File: config.mk
export PLATFORM = sky130hd
export DESIGN_NAME = wb_commit_stage
export DESIGN_NICKNAME = d
export VERILOG_FILES = /design/src/rtl/wb_commit_stage_pkg.sv /design/src/rtl/wb_commit_stage_ex_prio_enc.sv /design/src/rtl/wb_commit_stage.sv
export SDC_FILE = /design/constraint.sdc
export NUM_CORES = 1
export LEC_CHECK = 0
export CAP_MARGIN = 0
export CORE_AREA = 10 10 173 175
export DETAILED_ROUTE_END_ITERATION = 10
export DIE_AREA = 0 0 183 185
export MAX_ROUTING_LAYER = met4
export PLACE_DENSITY = 0.91
export SYNTH_ARGS = -nofsm -noshare
export SYNTH_HDL_FRONTEND = slang
export SYNTH_HIERARCHICAL = 1
export SYNTH_SLANG_ARGS = --single-unit
File: constraint.sdc
create_clock -name clk -period 15.95 [get_ports clk]
set_clock_uncertainty 0.05 [all_clocks]
set_input_delay 3.19 -clock clk [delete_from_list [all_inputs] [get_ports clk]]
set_output_delay 3.19 -clock clk [all_outputs]
set_load 0.02 [all_outputs]
File: src/rtl/wb_commit_stage_pkg.sv
// Shared definitions for the write-back/commit stage: exception codes,
// CSR access opcodes and bit positions inside the exception vector.
package wb_commit_stage_pkg;

   localparam int XLEN   = 32;
   localparam int RF_AW  = 5;
   localparam int CSR_NW = 14;

   localparam logic [5:0] ECODE_INT = 6'h00;
   localparam logic [5:0] ECODE_ADE = 6'h08;
   localparam logic [5:0] ECODE_ALE = 6'h09;
   localparam logic [5:0] ECODE_SYS = 6'h0B;
   localparam logic [5:0] ECODE_BRK = 6'h0C;
   localparam logic [5:0] ECODE_INE = 6'h0D;

   localparam logic [8:0] ESUBCODE_NONE = 9'h000;
   localparam logic [8:0] ESUBCODE_ADEF = 9'h000;

   typedef enum logic [1:0] {
      CSR_OP_NONE = 2'b00,
      CSR_OP_RD   = 2'b01,
      CSR_OP_WR   = 2'b10,
      CSR_OP_XCHG = 2'b11
   } csr_op_e;

   // ex_vec layout, MSB first: {int, adef, ine, sys, brk, ale}
   localparam int EX_ALE  = 0;
   localparam int EX_BRK  = 1;
   localparam int EX_SYS  = 2;
   localparam int EX_INE  = 3;
   localparam int EX_ADEF = 4;
   localparam int EX_INT  = 5;

endpackage

File: src/rtl/wb_commit_stage_ex_prio_enc.sv
// Fixed-priority exception encoder: picks the highest-priority pending
// exception from the latched vector and reports its ecode/esubcode.
module ex_prio_enc
   import wb_commit_stage_pkg::*;
(
   input  logic [5:0] ex_vec,
   output logic [5:0] ecode,
   output logic [8:0] esubcode,
   output logic       any
);

   // Priority: int > adef > ine > sys > brk > ale
   always_comb begin
      ecode    = ECODE_INT;
      esubcode = ESUBCODE_NONE;
      any      = |ex_vec;
      if (ex_vec[EX_INT]) begin
         ecode = ECODE_INT;
      end else if (ex_vec[EX_ADEF]) begin
         ecode    = ECODE_ADE;
         esubcode = ESUBCODE_ADEF;
      end else if (ex_vec[EX_INE]) begin
         ecode = ECODE_INE;
      end else if (ex_vec[EX_SYS]) begin
         ecode = ECODE_SYS;
      end else if (ex_vec[EX_BRK]) begin
         ecode = ECODE_BRK;
      end else if (ex_vec[EX_ALE]) begin
         ecode = ECODE_ALE;
      end
   end

endmodule

File: src/rtl/wb_commit_stage.sv
// Write-back stage: latches the retiring instruction from MEM, resolves its
// exception, drives the CSR and regfile ports, raises the pipeline flush and
// keeps retire/exception performance counters.
module wb_commit_stage
   import wb_commit_stage_pkg::*;
(
   input  logic              clk,
   input  logic              rst,
   input  logic              ms_to_ws_valid,
   output logic              ws_allowin,
   input  logic [XLEN-1:0]   ms_pc,
   input  logic [XLEN-1:0]   ms_result,
   input  logic [XLEN-1:0]   ms_vaddr,
   input  logic              ms_rf_we,
   input  logic [RF_AW-1:0]  ms_rf_waddr,
   input  logic [1:0]        ms_csr_op,
   input  logic [CSR_NW-1:0] ms_csr_num,
   input  logic [XLEN-1:0]   ms_csr_wdata,
   input  logic [XLEN-1:0]   ms_csr_mask,
   input  logic              ms_ertn,
   input  logic [5:0]        ms_ex_vec,
   input  logic [XLEN-1:0]   csr_rvalue,
   output logic              csr_re,
   output logic              csr_we,
   output logic [CSR_NW-1:0] csr_num,
   output logic [XLEN-1:0]   csr_wmask,
   output logic [XLEN-1:0]   csr_wvalue,
   output logic              wb_ex,
   output logic [5:0]        wb_ecode,
   output logic [8:0]        wb_esubcode,
   output logic [XLEN-1:0]   wb_pc,
   output logic [XLEN-1:0]   wb_vaddr,
   output logic              ertn_flush,
   output logic              wb_flush,
   output logic              rf_we,
   output logic [RF_AW-1:0]  rf_waddr,
   output logic [XLEN-1:0]   rf_wdata,
   output logic [31:0]       perf_retire_cnt,
   output logic [15:0]       perf_ex_cnt
);

   logic              ws_ready_go;
   logic              ws_valid;
   logic [XLEN-1:0]   pc_q;
   logic [XLEN-1:0]   result_q;
   logic [XLEN-1:0]   vaddr_q;
   logic              rf_we_q;
   logic [RF_AW-1:0]  rf_waddr_q;
   csr_op_e           csr_op_q;
   logic [CSR_NW-1:0] csr_num_q;
   logic [XLEN-1:0]   csr_wdata_q;
   logic [XLEN-1:0]   csr_mask_q;
   logic              ertn_q;
   logic [5:0]        ex_vec_q;
   logic [5:0]        enc_ecode;
   logic [8:0]        enc_esubcode;
   logic              enc_any;

   assign ws_ready_go = 1'b1;
   assign ws_allowin  = ~ws_valid | ws_ready_go;

   // Pipeline latch; a committing flush kills the younger instruction arriving from MEM
   always_ff @(posedge clk or posedge rst) begin
      if (rst) begin
         ws_valid    <= 1'b0;
         pc_q        <= '0;
         result_q    <= '0;
         vaddr_q     <= '0;
         rf_we_q     <= 1'b0;
         rf_waddr_q  <= '0;
         csr_op_q    <= CSR_OP_NONE;
         csr_num_q   <= '0;
         csr_wdata_q <= '0;
         csr_mask_q  <= '0;
         ertn_q      <= 1'b0;
         ex_vec_q    <= '0;
      end else begin
         if (wb_flush) begin
            ws_valid <= 1'b0;
         end else if (ws_allowin && ms_to_ws_valid) begin
            ws_valid <= 1'b1;
         end else if (ws_ready_go) begin
            ws_valid <= 1'b0;
         end
         if (ws_allowin && ms_to_ws_valid) begin
            pc_q        <= ms_pc;
            result_q    <= ms_result;
            vaddr_q     <= ms_vaddr;
            rf_we_q     <= ms_rf_we;
            rf_waddr_q  <= ms_rf_waddr;
            csr_op_q    <= csr_op_e'(ms_csr_op);
            csr_num_q   <= ms_csr_num;
            csr_wdata_q <= ms_csr_wdata;
            csr_mask_q  <= ms_csr_mask;
            ertn_q      <= ms_ertn;
            ex_vec_q    <= ms_ex_vec;
         end
      end
   end

   ex_prio_enc u_ex_prio_enc (
      .ex_vec   (ex_vec_q),
      .ecode    (enc_ecode),
      .esubcode (enc_esubcode),
      .any      (enc_any)
   );

   assign wb_ex       = ws_valid & enc_any;
   assign wb_ecode    = wb_ex ? enc_ecode    : '0;
   assign wb_esubcode = wb_ex ? enc_esubcode : '0;
   assign wb_pc       = ws_valid ? pc_q    : '0;
   assign wb_vaddr    = ws_valid ? vaddr_q : '0;
   // An exception on the ertn itself takes precedence over the return
   assign ertn_flush  = ws_valid & ertn_q & ~enc_any;
   assign wb_flush    = wb_ex | ertn_flush;

   assign csr_re     = ws_valid & (csr_op_q != CSR_OP_NONE);
   assign csr_we     = ws_valid & csr_op_q[1] & ~wb_ex;
   assign csr_num    = ws_valid ? csr_num_q   : '0;
   assign csr_wvalue = ws_valid ? csr_wdata_q : '0;

   // Write mask: full word for csrwr, rj mask for csrxchg, nothing otherwise
   always_comb begin
      csr_wmask = '0;
      if (ws_valid) begin
         if (csr_op_q == CSR_OP_WR) begin
            csr_wmask = '1;
         end else if (csr_op_q == CSR_OP_XCHG) begin
            csr_wmask = csr_mask_q;
         end
      end
   end

   // CSR instructions return the old CSR value into rd
   assign rf_we    = ws_valid & rf_we_q & ~wb_ex;
   assign rf_waddr = ws_valid ? rf_waddr_q : '0;
   assign rf_wdata = !ws_valid                  ? '0         :
                     (csr_op_q != CSR_OP_NONE)  ? csr_rvalue : result_q;

   // Retire counter wraps, exception counter saturates
   always_ff @(posedge clk or posedge rst) begin
      if (rst) begin
         perf_retire_cnt <= '0;
         perf_ex_cnt     <= '0;
      end else begin
         if (ws_valid && !wb_ex) begin
            perf_retire_cnt <= perf_retire_cnt + 32'd1;
         end
         if (wb_ex && (perf_ex_cnt != 16'hFFFF)) begin
            perf_ex_cnt <= perf_ex_cnt + 16'd1;
         end
      end
   end

endmodule

==> out/qor.yml <==
numPortBuffers: 460
cts-root-buf: "clkbuf_16"
yosysSeqAreaShare: 0.535
cts_sinks: 238
rsz0062_at_grt: "no"
multi_input_area_um2: 4710
start_util: 0.419
end_kind: "output pin"
drt_iter0_markers: 458
post-cts-setup-buffer-count: 0
p_comb_frac: 0.219
yosys.cell_types.count: 41
cts-buffers-inserted: 26
die_width_um: 183
synth-seq-cells: 238
cp_data_arrival_time_ps: 4770
hold_viol: 0
routed_wl_um: 38300
p_int_w: 0.00119
htreeDepth: 1
synthCells: 997
synth_compound_gate_area_share: 0.0534
cp_num_buf_inv: 2
power.share.clock: 0.354
ys_async_sr_fraction: 1.00
worstPathCellList: "clkdlybuf4s50_1 -> nand2_1 -> a21boi_0 -> clkdlybuf4s50_1"
finalNonFillerCells: 1785
final_common_cell: "clkdlybuf4s50_1"
period_share: 0.502
finalCriticalPeriod_ps: 8010
synth-simple-area-share: 0.167
synth_edf_count: 0
critPathSlowestCell: "clkdlybuf4s50_1"
ys_warn_count: 6
crit_required_ps: 12710
cts_hold_buf: 0
syn_to_final_growth_pct: 50.3
setup_tns_ps: 0
powerDensity_nw_per_um2: 98.1
via_count: 9142
drc: 0
maxSlewViolCount: 0
grt_pass1_vias: 9919
ant_nets: 0
setup.worst_path.start_class: "input port"
leakagePower_nw: 7.11
clockBufferDepth: 3
avgViaCountPerCell: 5.12
top_layer_used: "met4"
wl_met3_um: 3810
wl_met1_um: 13500
drive_gt1_frac: 0.147
final_area_um2: 16700
die-area_um2: 33900
seqCellArea_um2: 5960
rows: 60
ios: 473
drt_pass1_iterations: 5
synth_area_um2: 11100
most-common-layout-cells: "clkdlybuf4s50_1, dfrtp_1, mux2_2"
p_sw_frac: 0.272
worst_slew_pin_slew_ps: 1180
grt_overflow: 0
placed_area_um2: 15900
crit_family: "buffers and inverters"
slew_headroom: 0.209
yosys.area_share.xor_xnor: 0.0354
fillCellCount: 1970
max_freq_mhz: 125
grt_max_degree: 126
routabilityCongestion: 0.896
avgSynthCellArea_um2: 11.2
synth_top_family_by_area: "simple AND/OR/NAND/NOR gates"
fin_nets: 1652
clk_latency_ps: 520
max_stage_delay_ps: 700
synth-adder-area-share: 0.00225
placedCellCount: 1739
worst_path_most_repeated_cell: "clkdlybuf4s50_1"
irDropWorstVdd_uv: 78.9
cap_violations: 0
drt-wirelength-per-cell_um: 21.5
power_switching_w: 0.000446
dpl.hpwl_um: 28700
hold_class: "reg -> reg"
outcome: "complete, no violations"
synth_ff_type: "dfrtp_1"
cts_resized: 0
clk_pin_slew_worst_paths_ps: 60
seqPwrFrac: 0.427
crit_type: "in -> out"
route.met2.wl_um: 19800
setup_viol: 0
cp_max_fo: 1
grt_pass1_wl_um: 57300
grt_usage: 0.221
synth_mux_area_frac: 0.161
antenna_found_initial: 2
die_h_um: 185
cts_tree: "done"
coreArea_um2: 26600
[worst register-to-register path: stages (launching register included)]
cell and delay [ps]:
dfrtp_4 850, buf_4 710, and4b_1 510, and3_1 440, nand4_1 170, xnor2_1 200
[per-layer routing]
metal,vias up,track usage
met5,-,-
met4,0,0.0754
met3,75,0.0788
met2,401,0.390
met1,4484,0.225
li1,4182,-
[synth_stat cells, types with 2 or more instances]
cell / count / share of area
and4_1: 5 / 0.0039
and3_1: 24 / 0.013
inv_1: 38 / 0.013
and2_1: 120 / 0.067
nor3b_1: 2 / 0.0013
ha_1: 2 / 0.0022
or2_2: 2 / 0.0011
xnor2_1: 26 / 0.020
mux2_2: 158 / 0.16
a21boi_0: 32 / 0.022
nor2b_1: 3 / 0.0017
buf_2: 18 / 0.0081
dfrtp_1: 238 / 0.54
a21oi_1: 33 / 0.015
o21ai_0: 33 / 0.015
nand4_1: 20 / 0.011
clkbuf_1: 45 / 0.015
nor3_1: 10 / 0.0045
nand2_1: 113 / 0.038
xor2_1: 19 / 0.015
conb_1: 2 / 0.00067
nor4_1: 3 / 0.0017
nand4b_1: 2 / 0.0016
buf_4: 12 / 0.0081
nor2_1: 8 / 0.0027
nand3_1: 13 / 0.0058
nor4_4: 2 / 0.0038
[sequential cells by signal, indices dropped and copies added, names as in the netlist]
name / flops
csr_mask_q: 32
csr_num_q: 14
csr_op_q: 2
csr_wdata_q: 32
ertn_q: 1
ex_vec_q: 6
pc_q: 32
perf_ex_cnt: 16
perf_retire_cnt: 32
result_q: 32
rf_waddr_q: 5
rf_we_q: 1
vaddr_q: 32
ws_valid: 1
[cell families (layout without fill, tap and decap cells)]
family	after synthesis	count (layout)
and+or+nand+nor	336	336
DFF	238	238
muxes	159	159
buffers and inverters	114	549
AOI/OAI and AO/OA	101	101
xor gates and xnor gates	45	45
adders and majority gates	2	2
other	2	14
[final timing paths]
check	from	end	slack, ps	cells past startpoint
max	csr_rvalue[24]	rf_wdata[24]	7940	4
min	vaddr_q[17]	vaddr_q[17]	450	1
max reg2reg	ws_valid	perf_retire_cnt[21]	12900	5
min reg2reg	vaddr_q[17]	vaddr_q[17]	450	1
max in group asynchronous	rst	result_q[31]	10620	4
min in group asynchronous	rst	csr_wdata_q[0]	3120	2
[area by class of cell]
cell class | count | share of cell area
Tap cell | 341 | 0.0255
Timing Repair Buffer | 467 | 0.279
Inverter | 38 | 0.00898
Multi-Input combinational cell | 655 | 0.282
Sequential cell | 238 | 0.356
Clock inverter | 4 | 0.00419
Antenna cell | 2 | 0.000299
Clock buffer | 40 | 0.0439
[power by group through the flow]
stage / clock network (W) / logic [W] / registers, W
after global placement: 0 / 0.000352 / 0.000706
after floorplan: 0 / 0.000177 / 0.000706
after detailed placement: 0 / 0.000360 / 0.000711
after CTS: 0.000595 / 0.000363 / 0.000701
after global routing: 0.000619 / 0.000385 / 0.000708
final: 0.000581 / 0.000359 / 0.000701
[through the flow]
| stage | hold WS [ps] | power [W] | worst slack [ps] | utilization |
|---|---|---|---|---|
| 3_5_place_dp | 437 | 0.00107 | 7940 | 0.599 |
| 5_1_grt | 458 | 0.00171 | 7850 | 0.629 |
| 6_report | 446 | 0.00164 | 7940 | 0.629 |
| 4_1_cts | 450 | 0.00166 | 7920 | 0.629 |
| 3_3_place_gp | 414 | 0.00106 | 7980 | 0.599 |
| 2_1_floorplan | 422 | 0.000883 | 6180 | - |
(Power assumes the default switching activity.)
